## config.mk

```make
export PLATFORM = sky130hd
export DESIGN_NAME = core_dispatch_scoreboard_flat
export DESIGN_NICKNAME = d
export VERILOG_FILES = /design/src/rtl/core_dispatch_scoreboard_pkg.sv /design/src/rtl/core_dispatch_scoreboard_if.sv /design/src/rtl/core_dispatch_scoreboard_slot.sv /design/src/rtl/core_dispatch_scoreboard.sv /design/src/flat_wrapper.sv
export SDC_FILE = /design/constraint.sdc
export NUM_CORES = 1
export LEC_CHECK = 0
export CELL_PAD_IN_SITES_DETAIL_PLACEMENT = 0
export CELL_PAD_IN_SITES_GLOBAL_PLACEMENT = 2
export CORE_ASPECT_RATIO = 1.25
export CORE_MARGIN = 5
export CORE_UTILIZATION = 38
export CTS_CLUSTER_DIAMETER = 200
export DETAILED_ROUTE_END_ITERATION = 8
export PLACE_DENSITY = 0.93
export SYNTH_ARGS = -nofsm -noshare
export SYNTH_HDL_FRONTEND = slang
export SYNTH_SLANG_ARGS = --single-unit
```

## constraint.sdc

```tcl
create_clock -name clk -period 12.7 [get_ports clk]
set_input_delay 2.54 -clock clk [delete_from_list [all_inputs] [get_ports clk]]
set_output_delay 2.54 -clock clk [all_outputs]
set_load 0.03 [all_outputs]
```

## src/rtl/core_dispatch_scoreboard_pkg.sv

```systemverilog
// rtl/core_dispatch_scoreboard_pkg.sv - decode types, register numbering and execution-unit classes for the dispatch scoreboard
package core_dispatch_scoreboard_pkg;

    localparam int SB_REG_W = 4;
    localparam int SB_CNT_W = 3;

    typedef logic [SB_REG_W-1:0] reg_num;

    typedef enum logic [1:0] {
        EU_ALU  = 2'd0,
        EU_MUL  = 2'd1,
        EU_LDST = 2'd2
    } eu_class;

    typedef struct packed {
        logic execute;
        logic branch;
        logic mul;
        logic ldst;
    } insn_ctrl;

    typedef struct packed {
        reg_num ra;
        reg_num rb;
        reg_num rd;
        logic   uses_ra;
        logic   uses_rb;
        logic   writeback;
    } insn_data;

    typedef struct packed {
        insn_ctrl ctrl;
        insn_data data;
    } insn_decode;

    // LDST takes precedence over MUL so a malformed decode still lands in exactly one unit class
    function automatic eu_class eu_of(insn_ctrl c);
        if (c.ldst)
            return EU_LDST;
        else if (c.mul)
            return EU_MUL;
        else
            return EU_ALU;
    endfunction

endpackage

```

## src/rtl/core_dispatch_scoreboard_if.sv

```systemverilog
// rtl/core_dispatch_scoreboard_if.sv - decode-to-dispatch bundle, writeback notify and grant/busy return path
interface core_dispatch_scoreboard_if
    import core_dispatch_scoreboard_pkg::*;
#(
    parameter int ISSUE_WIDTH = 2,
    parameter int NUM_REGS    = 16
);
    insn_decode [ISSUE_WIDTH-1:0] cur;
    logic                         stall;
    logic                         ldst_wb;
    reg_num                       ldst_wb_rd;
    logic [ISSUE_WIDTH-1:0]       dispatch;
    logic [NUM_REGS-1:0]          busy_mask;

    modport master (
        output cur, stall, ldst_wb, ldst_wb_rd,
        input  dispatch, busy_mask
    );

    modport slave (
        input  cur, stall, ldst_wb, ldst_wb_rd,
        output dispatch, busy_mask
    );
endinterface

```

## src/rtl/core_dispatch_scoreboard_slot.sv

```systemverilog
// rtl/core_dispatch_scoreboard_slot.sv - per-slot grant check, chained oldest to youngest
module core_dispatch_scoreboard_slot
    import core_dispatch_scoreboard_pkg::*;
#(
    parameter int NUM_REGS = 16,
    parameter int NUM_MUL  = 1,
    parameter int NUM_LDST = 1
) (
    input  insn_decode          insn_i,
    input  logic                chain_i,
    input  logic                stall_i,
    input  logic [NUM_REGS-1:0] raw_busy_i,
    input  logic [NUM_REGS-1:0] waw_busy_i,
    input  logic [NUM_REGS-1:0] older_rd_i,
    input  logic [2:0]          mul_cnt_i,
    input  logic [2:0]          ldst_cnt_i,
    output logic                grant_o,
    output logic                chain_o,
    output logic [NUM_REGS-1:0] older_rd_o,
    output logic [2:0]          mul_cnt_o,
    output logic [2:0]          ldst_cnt_o
);
    localparam logic [2:0] MUL_MAX  = 3'(NUM_MUL);
    localparam logic [2:0] LDST_MAX = 3'(NUM_LDST);

    eu_class             cls;
    logic [NUM_REGS-1:0] src_block;
    logic [NUM_REGS-1:0] rd_block;
    logic                src_ok;
    logic                rd_ok;
    logic                unit_ok;

    // older granted slots in this bundle count as in-flight writers for both RAW and WAW
    assign cls       = eu_of(insn_i.ctrl);
    assign src_block = raw_busy_i | older_rd_i;
    assign rd_block  = waw_busy_i | older_rd_i;
    assign src_ok    = (!insn_i.data.uses_ra || !src_block[insn_i.data.ra]) &&
                       (!insn_i.data.uses_rb || !src_block[insn_i.data.rb]);
    assign rd_ok     = !insn_i.data.writeback || !rd_block[insn_i.data.rd];
    assign unit_ok   = (cls != EU_MUL  || mul_cnt_i  < MUL_MAX) &&
                       (cls != EU_LDST || ldst_cnt_i < LDST_MAX);

    assign grant_o    = chain_i && insn_i.ctrl.execute && !stall_i && src_ok && rd_ok && unit_ok;
    assign chain_o    = grant_o && !insn_i.ctrl.branch;
    assign mul_cnt_o  = mul_cnt_i  + {2'b00, grant_o && cls == EU_MUL};
    assign ldst_cnt_o = ldst_cnt_i + {2'b00, grant_o && cls == EU_LDST};

    // fold this slot's destination into the mask seen by younger slots
    always_comb begin
        older_rd_o = older_rd_i;
        if (grant_o && insn_i.data.writeback)
            older_rd_o[insn_i.data.rd] = 1'b1;
    end

endmodule

```

## src/rtl/core_dispatch_scoreboard.sv

```systemverilog
// rtl/core_dispatch_scoreboard.sv - in-order dispatch scoreboard; CORE_SCOREBOARD_BYPASS_EN enables next-cycle forwarding for RAW
module core_dispatch_scoreboard
    import core_dispatch_scoreboard_pkg::*;
#(
    parameter int ISSUE_WIDTH = 2,
    parameter int NUM_REGS    = 16,
    parameter int ALU_LAT     = 1,
    parameter int MUL_LAT     = 3,
    parameter int NUM_MUL     = 1,
    parameter int NUM_LDST    = 1
) (
    input  logic                        clk,
    input  logic                        rst_n,
    core_dispatch_scoreboard_if.slave   sb
);
    localparam logic [SB_CNT_W-1:0] ALU_CNT = SB_CNT_W'(ALU_LAT);
    localparam logic [SB_CNT_W-1:0] MUL_CNT = SB_CNT_W'(MUL_LAT);
    localparam logic [SB_CNT_W-1:0] CNT_ONE = SB_CNT_W'(1);

    logic [SB_CNT_W-1:0] pend_cnt_q [NUM_REGS];
    logic [SB_CNT_W-1:0] pend_cnt_d [NUM_REGS];
    logic [NUM_REGS-1:0] pend_ldst_q;
    logic [NUM_REGS-1:0] pend_ldst_d;
    logic [NUM_REGS-1:0] busy_mask_q;
    logic [NUM_REGS-1:0] busy_mask_d;
    logic [NUM_REGS-1:0] raw_busy;
    logic                ldst_collide;

    logic [ISSUE_WIDTH:0]   chain;
    logic [ISSUE_WIDTH-1:0] grant;
    logic [NUM_REGS-1:0]    rd_chain   [ISSUE_WIDTH+1];
    logic [2:0]             mul_chain  [ISSUE_WIDTH+1];
    logic [2:0]             ldst_chain [ISSUE_WIDTH+1];

    // reset low holds the whole bundle back through the head of the chain
    assign chain[0]      = rst_n;
    assign rd_chain[0]   = '0;
    assign mul_chain[0]  = '0;
    assign ldst_chain[0] = '0;

    // RAW view of the register state; forwarding lets a write one cycle from completion through
    always_comb begin
        for (int r = 0; r < NUM_REGS; r++) begin
`ifdef CORE_SCOREBOARD_BYPASS_EN
            raw_busy[r] = pend_ldst_q[r] | (pend_cnt_q[r] > CNT_ONE);
`else
            raw_busy[r] = busy_mask_q[r];
`endif
        end
    end

    for (genvar i = 0; i < ISSUE_WIDTH; i++) begin : g_slot
        core_dispatch_scoreboard_slot #(
            .NUM_REGS (NUM_REGS),
            .NUM_MUL  (NUM_MUL),
            .NUM_LDST (NUM_LDST)
        ) u_slot (
            .insn_i     (sb.cur[i]),
            .chain_i    (chain[i]),
            .stall_i    (sb.stall),
            .raw_busy_i (raw_busy),
            .waw_busy_i (busy_mask_q),
            .older_rd_i (rd_chain[i]),
            .mul_cnt_i  (mul_chain[i]),
            .ldst_cnt_i (ldst_chain[i]),
            .grant_o    (grant[i]),
            .chain_o    (chain[i+1]),
            .older_rd_o (rd_chain[i+1]),
            .mul_cnt_o  (mul_chain[i+1]),
            .ldst_cnt_o (ldst_chain[i+1])
        );
    end

    assign sb.dispatch  = grant;
    assign sb.busy_mask = busy_mask_q;

    // countdown and writeback clear first, then new grants overwrite their destination
    always_comb begin
        ldst_collide = 1'b0;
        for (int r = 0; r < NUM_REGS; r++) begin
            pend_cnt_d[r]  = (pend_cnt_q[r] != '0) ? pend_cnt_q[r] - CNT_ONE : '0;
            pend_ldst_d[r] = pend_ldst_q[r] & ~(sb.ldst_wb && sb.ldst_wb_rd == reg_num'(r));
        end
        for (int i = 0; i < ISSUE_WIDTH; i++) begin
            if (grant[i] && sb.cur[i].data.writeback) begin
                case (eu_of(sb.cur[i].ctrl))
                    EU_MUL:  pend_cnt_d[sb.cur[i].data.rd] = MUL_CNT;
                    EU_LDST: begin
                        pend_ldst_d[sb.cur[i].data.rd] = 1'b1;
                        if (sb.ldst_wb && sb.ldst_wb_rd == sb.cur[i].data.rd)
                            ldst_collide = 1'b1;
                    end
                    default: pend_cnt_d[sb.cur[i].data.rd] = ALU_CNT;
                endcase
            end
        end
        for (int r = 0; r < NUM_REGS; r++)
            busy_mask_d[r] = pend_ldst_d[r] | (pend_cnt_d[r] != '0);
    end

    // state registers; reset discards every pending write
    always_ff @(posedge clk or negedge rst_n) begin
        if (!rst_n) begin
            for (int r = 0; r < NUM_REGS; r++)
                pend_cnt_q[r] <= '0;
            pend_ldst_q <= '0;
            busy_mask_q <= '0;
        end else begin
            pend_cnt_q  <= pend_cnt_d;
            pend_ldst_q <= pend_ldst_d;
            busy_mask_q <= busy_mask_d;
        end
    end

    // a writeback landing on a register that is being re-granted to LDST means WAW checking broke
    a_no_ldst_collide: assert property (@(posedge clk) disable iff (!rst_n) !ldst_collide);

endmodule

```

## src/flat_wrapper.sv

```systemverilog
// flat-port wrapper written by rule: the top's interface ports become plain ports
module core_dispatch_scoreboard_flat import core_dispatch_scoreboard_pkg::*;
#(
    parameter int ISSUE_WIDTH = 2,
    parameter int NUM_REGS    = 16,
    parameter int ALU_LAT     = 1,
    parameter int MUL_LAT     = 3,
    parameter int NUM_MUL     = 1,
    parameter int NUM_LDST    = 1
)
  (clk, rst_n, sb_cur, sb_stall, sb_ldst_wb, sb_ldst_wb_rd, sb_dispatch, sb_busy_mask);
  core_dispatch_scoreboard_if #(.ISSUE_WIDTH(ISSUE_WIDTH), .NUM_REGS(NUM_REGS)) sb_i ();
  input  logic clk;
  input  logic rst_n;
  input wire logic [$bits(sb_i.cur)-1:0] sb_cur;
  input wire logic [$bits(sb_i.stall)-1:0] sb_stall;
  input wire logic [$bits(sb_i.ldst_wb)-1:0] sb_ldst_wb;
  input wire logic [$bits(sb_i.ldst_wb_rd)-1:0] sb_ldst_wb_rd;
  output wire logic [$bits(sb_i.dispatch)-1:0] sb_dispatch;
  output wire logic [$bits(sb_i.busy_mask)-1:0] sb_busy_mask;
  assign sb_i.cur = sb_cur;
  assign sb_i.stall = sb_stall;
  assign sb_i.ldst_wb = sb_ldst_wb;
  assign sb_i.ldst_wb_rd = sb_ldst_wb_rd;
  assign sb_dispatch = sb_i.dispatch;
  assign sb_busy_mask = sb_i.busy_mask;
  core_dispatch_scoreboard #(.ISSUE_WIDTH(ISSUE_WIDTH), .NUM_REGS(NUM_REGS), .ALU_LAT(ALU_LAT), .MUL_LAT(MUL_LAT), .NUM_MUL(NUM_MUL), .NUM_LDST(NUM_LDST)) u_core (.clk(clk), .rst_n(rst_n), .sb(sb_i));
endmodule
```

* After elaboration in Yosys (flattened, before gate mapping)
Cells that the tools add are included.
** Operators by class
- Shift operators :: 0
- $lt $le $gt $ge :: 14
- Reductions and logical operators :: 92
- Div/mod/pow operators :: 0
- Multiply operators :: 0
- Eq/ne operators :: 23
- Add/sub/neg operators :: 16
- Mux-type cells :: 51
- Bitwise logic cells :: 65
** Operators with widths (count)
- $pmux 48 s2 :: 2
- $mux 48 :: 2
- $reduce_bool 3->1 :: 32
- $mux 16 :: 5
- $or 16x16->16 :: 5
- $and 32x32->32 :: 2
- $not 32->32 :: 2
- $or 32x32->32 :: 2
- $mux 3 :: 18
- $sub 3x1->3 const B :: 16
- $logic_and 1x1->1 :: 37
- $and 16x16->16 :: 2
- $eq 4x4->1 const B :: 8
- $not 16->16 :: 2
- $lt 4x5->1 const B :: 6
- $bmux 1 s4 :: 6
- $demux 3 s4 :: 2
- $and 1x1->1 :: 16
- $eq 4x3->1 const B :: 4
- $not 1->1 :: 16
- $or 1x1->1 :: 16
- $logic_not 1->1 :: 14
- $ge 5x5->1 const B :: 2
- $lt 5x1->1 const B :: 2
- other kinds (14) :: 42
** Storage, ports and cells
- Register bits :: 80
- Memory bits (read-only) :: 0
- Output and inout bits :: 18
- Bits in latches :: 0
- Memories :: 0
- Logic and storage cells :: 279
- Input port bits :: 46
- Bits in writable memories :: 0

* Depth between registers and ports, before layout
Gate-level depths: netlist of the first run.
- Depth after elaboration :: 25
- Gate-level depth with buffers :: 14
- Depth with buffers taken out :: 10

* Cells and area by module
From an unflattened synthesis of the first run, not the netlist that was laid out.
** Second synthesis, totals
- Cell total of the unflattened synthesis :: 745
- Area total of the unflattened synthesis :: 6744.0 µm²
** By module, submodules not included
- core_dispatch_scoreboard :: seq. area each 2001.9 µm², instances 1, cells an instance 480, area each 4664.5 µm²
- core_dispatch_scoreboard_slot (u_core.g_slot[0].u_slot) :: seq. area each 0.0 µm², instances 1, cells an instance 151, area each 1169.9 µm²
- core_dispatch_scoreboard_slot (u_core.g_slot[1].u_slot) :: seq. area each 0.0 µm², instances 1, cells an instance 114, area each 909.6 µm²

* Worst setup path after synthesis of the first run
No wires, ideal clock.
- Kind :: input -> output
- Start point :: in sb_cur[3]
- End point :: out sb_dispatch[1]
- Required time :: 10160 ps
- Cell stages on the path :: 13
- Path buffers :: 4
- Setup slack :: 5041 ps
- Data arrival time :: 5119 ps
- Cell sequence :: buf_6 > mux4_2 > a22o_1 > nor3_4 > and2_1 > buf_4 > a41oi_1 > mux2_2 > a311oi_2 > a32oi_1 > buf_4 > and2_1 > buf_4
** Between the ends
- Word-level cells in the longest chain between the ends :: 16
- Elaborated cells between the ends (all ways) :: 39
- Classes of those cells :: 4 x order compare; 11 x mux; 1 x bitwise; 23 x reduce/logical
** RTL lines
- from (decl) :: line flat_wrapper.sv:15 : input wire logic [$bits(sb_i.cur)-1:0] sb_cur;
- parallel branches: the longest is 15 deep, another holds $lt 4x5->1
- $logic_and 1x1->1 (*) :: line core_dispatch_scoreboard_slot.sv:43 : assign grant_o = chain_i && insn_i.ctrl.execute && !stall_i && src_ok && rd_ok && unit_ok;
- to (decl) :: line flat_wrapper.sv:19 : output wire logic [$bits(sb_i.dispatch)-1:0] sb_dispatch;
Every way passes the cells marked *. The select of a mux whose other input is x is not followed.

* Final worst setup path of the first run
Ends and elaborated chain as after synthesis.

==> impl_metrics.tcl, run 1 <==
set metrics [dict create \
    globalplace.congestion 0.947 \
    yosys_warnings 0 \
    worstRegToRegCells 10 \
    port_buffers 62 \
    hold_buffers 0 \
    rr_endpoint "u_core.pend_cnt_q[34]" \
    whs_ps 531 \
    synth-seq-cells 80 \
    cp-start-kind "primary input" \
    cts.sinks 80 \
    cts_buffer_depth 2 \
    synth.net_count 659 \
    synthXorXnorAreaFrac_pct 0.805 \
    grt_pass1_vias 5334 \
    synthFlopType "dfrtp_1" \
    grt_pass1_wl_um 30000 \
    clk_latency_ps 340 \
    syn_to_final_growth_pct 18.2 \
    grt_max_degree 78 \
    crit_start "sb_cur[3]" \
    diodes 0 \
    fillCellCount 1372 \
    synthMuxAreaShare_pct 10.3 \
    pwr_density_cell_nw_per_um2 97.5 \
    wl_um 19400 \
    root_buffer "clkbuf_16" \
    drc 0 \
    slew_violations 0 \
    rsz0062_at_grt "false" \
    max_freq_mhz 101 \
    synth.yosys.seq_area_share_pct 36.8 \
    synth_adder_area_share_pct 0 \
    ys_types 61 \
    fin_tns_setup_ps 0 \
    crit_type "primary input to output pin" \
    placementRows 49 \
    ant_nets 0 \
    synth.avg_cell_area_sq_um 8.87 \
    antenna_found_initial 0 \
    clockPowerShare_pct 40.6 \
    end_kind "output pin" \
    swShare_pct 27.2 \
    gr-total-overflow 0 \
    drt_first_pass_iters 6 \
    max-slew-margin-rel_pct 33.9 \
    min_from "u_core.pend_cnt_q[9]" \
    hpwl_um 14100 \
    die-area_sq_um 16800 \
    fin_crit_sh_pct 77.7 \
    fin_crit_ps 9860 \
    leakage_nw 2.62 \
    cts_tree "done" \
    track_usage_pct 23.4 \
    vias 5415 \
    drive_above_1_share_pct 8.66 \
    cts_max_level 3 \
    path_clk_slew_ps 50 \
    setup_slack_ps 2840 \
    numCtsBuffers 9 \
    crit_required_ps 10160 \
    skew_ps 5.58 \
    wl_per_cell_um 23.2 \
    p_int_uw 456 \
    viasPerCell 6.48 \
    crit_path_max_fanout 21 \
    p_total_uw 626 \
    coreArea_sq_um 14200 \
    drtIter0Drc 717 \
    syn_inst 613 \
    synth_area_sq_um 5440 \
    p_switching_uw 170 \
    initial_core_util_pct 38.2 \
    synth-edff-count 0 \
    r2r-start "u_core.sb.busy_mask[13]" \
    finalHoldViolCount 0 \
    min_path_type "register to register" \
    die_width_um 117 \
    cp.arrival_ps 7320 \
    synth_top_family_by_area "simple AND/OR/NAND/NOR gates" \
    synth_compound_area_share_pct 22.5 \
    final-setup-viol-count 0 \
    final_cell_mix "80 x dfrtp_1, 65 x nand2_1, 62 x o21ai_0" \
    status "finished, final reports clean" \
    post-cts-setup-buffer-count 0 \
    cap_violations 0 \
    cts_resized 0 \
    dp_slack_ps 2920 \
    die_height_um 144 \
    combinationalPowerShare_pct 16.7 \
    worst_pin_slew_ps 991 \
    ios 64 \
    worstSetupEndpoint "sb_dispatch[1]" \
    seq_power_share_pct 42.8 \
    final_nets 700 \
    async_flop_share_pct 100 \
    vdd_drop_max_uv 66.8 \
    layout_commonest_cell "dfrtp_1" \
    reg2reg_slack_ps 8480 \
    synth-simple-area-share_pct 25.5 \
]
-- stage by stage --
step | utilization, % | instances | area [sq um]
2_1_floorplan | - | 613 | 5440
4_1_cts | 45.2 | 836 | 6420
5_1_grt | 45.2 | 836 | 6420
3_5_place_dp | 43.1 | 821 | 6140
6_report | 45.2 | 836 | 6420
3_3_place_gp | 43.1 | 821 | 6140
-- power groups by stage --
| stage | Combinational [mW] | Sequential [mW] | Clock (mW) |
|---|---|---|---|
| 2_1_floorplan | 0.0537 | 0.273 | 0 |
| 3_3_place_gp | 0.102 | 0.272 | 0 |
| 3_5_place_dp | 0.102 | 0.272 | 0 |
| 4_1_cts | 0.103 | 0.267 | 0.257 |
| 5_1_grt | 0.111 | 0.268 | 0.268 |
| 6_report | 0.104 | 0.268 | 0.254 |
-- how the worst min path moves through the flow --
stage	endpoint	slack [ps]	cells past startpoint
2_1_floorplan	u_core.pend_ldst_q[1]	490	2
3_3_place_gp	u_core.pend_ldst_q[1]	510	2
3_5_place_dp	u_core.pend_ldst_q[10]	520	2
4_1_cts	u_core.pend_ldst_q[1]	540	2
5_1_grt	u_core.pend_cnt_q[21]	550	1
6_report	u_core.pend_cnt_q[9]	530	1
-- registers in the layout, indices dropped and copies added (netlist names) --
signal	count
u_core.pend_cnt_q	48
u_core.sb.busy_mask	16
u_core.pend_ldst_q	16
-- Yosys cell counts, drive strengths merged (4+ instances only) --
cell type,count,area [sq um]
o221ai,14,123
and2,4,25.0
nand2,65,244
nand3b,5,37.5
nor2,45,169
nor2b,12,75.1
nor3,21,121
and3b,9,78.8
clkbuf,21,78.8
o21ai,62,310
nand4,17,106
dfrtp,80,2000
and3,7,43.8
o31ai,8,60.1
a31oi,11,68.8
o211ai,20,150
mux2,20,225
a211o,4,35.0
nand3,23,135
mux2i,13,130
a21oi,33,165
inv,8,30.0
o21a,4,30.0
buf,17,115
nor4,4,25.0
nor3b,24,220
mux4,9,203
nand2b,8,50.1
-- area by class of cell --
type,instances,area (sq um),area share [%]
timing repair buffer,68,663,10.3
multi-input combinational,487,3220,50.1
sequential,80,2000,31.2
tap,178,223,3.47
inverter,8,30.0,0.467
clock buffer,12,246,3.84
clock inverter,3,42.5,0.662
-- routing by layer --
| metal | track usage [%] | part of all wire [%] |
|---|---|---|
| met1 | 29.1 | 39 |
| met2 | 39.6 | 49 |
| met3 | 3.50 | 7.7 |
| met4 | 10.7 | 4.5 |
| met5 | 0 | 0 |
-- cells by family (layout without fill, tap and decap cells) --
logic type	Yosys count	after routing
xor+xnor	5	5
flops	80	80
buf+inv	46	91
mux	42	42
simple gates	252	252
compound gates	188	188
-- worst max-delay path: stages --
cell             delay [ps]
clkdlybuf4s50_1        1060
mux4_2                  590
a22o_1                  270
nor3_4                  160
and2_1                  560
a31oi_1                 290
mux4_2                  550
nand3b_1                100
a32oi_1                 130
buf_4                   250
and2_1                  200
clkdlybuf4s50_1         590
(Power assumes the default switching activity.)
==> run 2, diff against run 1 <==
Settings changed: CORE_UTILIZATION 38 to 32, PLACE_DENSITY 0.93 to 0.84.
Clock period 12.7 ns to 8.26 ns, I/O delays scaled along.
==> impl_metrics.tcl, run 2 (synthesis results as in run 1) <==
set metrics [dict create \
    end_kind "output pin" \
    hpwl_um 15200 \
    globalplace.congestion 0.970 \
    final-setup-viol-count 0 \
    fillCellCount 1662 \
    diodes 0 \
    clockPowerShare_pct 42.7 \
    p_int_uw 741 \
    p_switching_uw 267 \
    fin_crit_sh_pct 89.5 \
    rsz0062_at_grt "false" \
    syn_to_final_growth_pct 20.4 \
    clk_latency_ps 340 \
    cp-start-kind "primary input" \
    layout_commonest_cell "dfrtp_1" \
    multi_input_area_sq_um 3220 \
    final_nets 705 \
    grt_max_degree 81 \
    worst_pin_slew_ps 1040 \
    crit_required_ps 6610 \
    die-area_sq_um 19700 \
    ios 64 \
    fin_crit_ps 7390 \
    drc 0 \
    grt_pass1_wl_um 31700 \
    pwr_density_cell_nw_per_um2 154 \
    slew_violations 0 \
    skew_ps 5.85 \
    drt_first_pass_iters 5 \
    post-cts-setup-buffer-count 0 \
    coreArea_sq_um 16800 \
    vdd_drop_max_uv 67.4 \
    die_height_um 156 \
    track_usage_pct 21.0 \
    drive_above_1_share_pct 9.50 \
    grt_pass1_vias 5380 \
    cts_max_level 3 \
    hold_buffers 0 \
    path_clk_slew_ps 60 \
    cts.sinks 80 \
    placementRows 53 \
    cp.arrival_ps 5740 \
    swShare_pct 26.5 \
    vias 5363 \
    wl_per_cell_um 23.7 \
    antenna_found_initial 0 \
    crit_path_max_fanout 16 \
    leakage_nw 2.66 \
    cap_violations 0 \
    min_path_type "register to register" \
    max-slew-margin-rel_pct 30.8 \
    max_freq_mhz 135 \
    final_cell_mix "80 x dfrtp_1, 65 x nand2_1, 62 x o21ai_0" \
    numCtsBuffers 9 \
    gr-total-overflow 0 \
    seq_power_share_pct 41.1 \
    ant_nets 0 \
    cts_tree "done" \
    finalHoldViolCount 0 \
    combinationalPowerShare_pct 16.2 \
    p_total_mw 1.01 \
    cts_resized 0 \
    top_register "u_core.pend_cnt_q" \
    wl_um 20900 \
    initial_core_util_pct 32.4 \
    viasPerCell 6.07 \
    fin_tns_setup_ps 0 \
    cts_buffer_depth 2 \
    root_buffer "clkbuf_16" \
    die_width_um 127 \
    largest_reg_flops 48 \
    crit_type "primary input to output pin" \
    regArea_sq_um 2000 \
    status "finished, final reports clean" \
    drtIter0Drc 480 \
    port_buffers 62 \
]
run 2: through the flow:
step | cell area (sq um) | instances | hold slack [ps] | util [%] | worst slack [ps]
final | 6550 | 883 | 526 | 39.0 | 868
after global routing | 6550 | 883 | 550 | 39.0 | 688
after CTS | 6550 | 883 | 528 | 39.0 | 862
after detailed placement | 6230 | 868 | 514 | 37.1 | 884
after global placement | 6230 | 868 | 513 | 37.1 | 881
after floorplan | 5440 | 613 | 487 | - | 2380
run 2: routing by layer:
metal | up-vias | track usage, % | part of all wire [%]
met2 | 238 | 35.8 | 49
met1 | 2662 | 25.8 | 41
li1 | 2415 | - | -
met5 | - | 0 | 0
met3 | 48 | 3.63 | 6.1
met4 | 0 | 9.81 | 4.1
run 2: final timing paths:
check / start / slack [ps] / end / depth (start not counted)
setup / recovery: sb_cur[7] / 870 / sb_dispatch[1] / 10
hold / removal: u_core.pend_ldst_q[1] / 530 / u_core.pend_ldst_q[1] / 2
setup reg to reg: u_core.sb.busy_mask[11] / 4190 / u_core.sb.busy_mask[0] / 11
hold reg to reg: u_core.pend_ldst_q[1] / 530 / u_core.pend_ldst_q[1] / 2
max in group asynchronous: rst_n / 5960 / u_core.sb.busy_mask[12] / 2
min in group asynchronous: rst_n / 1610 / u_core.pend_cnt_q[43] / 2
run 2: worst max-delay path, cell delays in order:
cell and delay, ps:
clkdlybuf4s50_1 670, mux4_2 540, o2111ai_1 340, and2_1 600
a41oi_1 300, mux2_2 350, a311oi_2 250, a32oi_1 180
and2_1 240, clkdlybuf4s50_1 610
run 2: power groups by stage:
stage	registers (mW)	clock network (mW)	logic [mW]
2_1_floorplan	0.420	0	0.0825
3_3_place_gp	0.420	0	0.159
3_5_place_dp	0.421	0	0.160
4_1_cts	0.414	0.436	0.161
5_1_grt	0.414	0.456	0.173
6_report	0.414	0.431	0.164
run 2: layout make-up:
type                    count  area share (%)
flip-flops and latches     80            30.6
inverters                   8           0.459
clock buffers              12            3.92
clock inverters             3           0.994
repair buffers             73            10.7
well taps                 220            4.20
multi-input cells         487            49.1
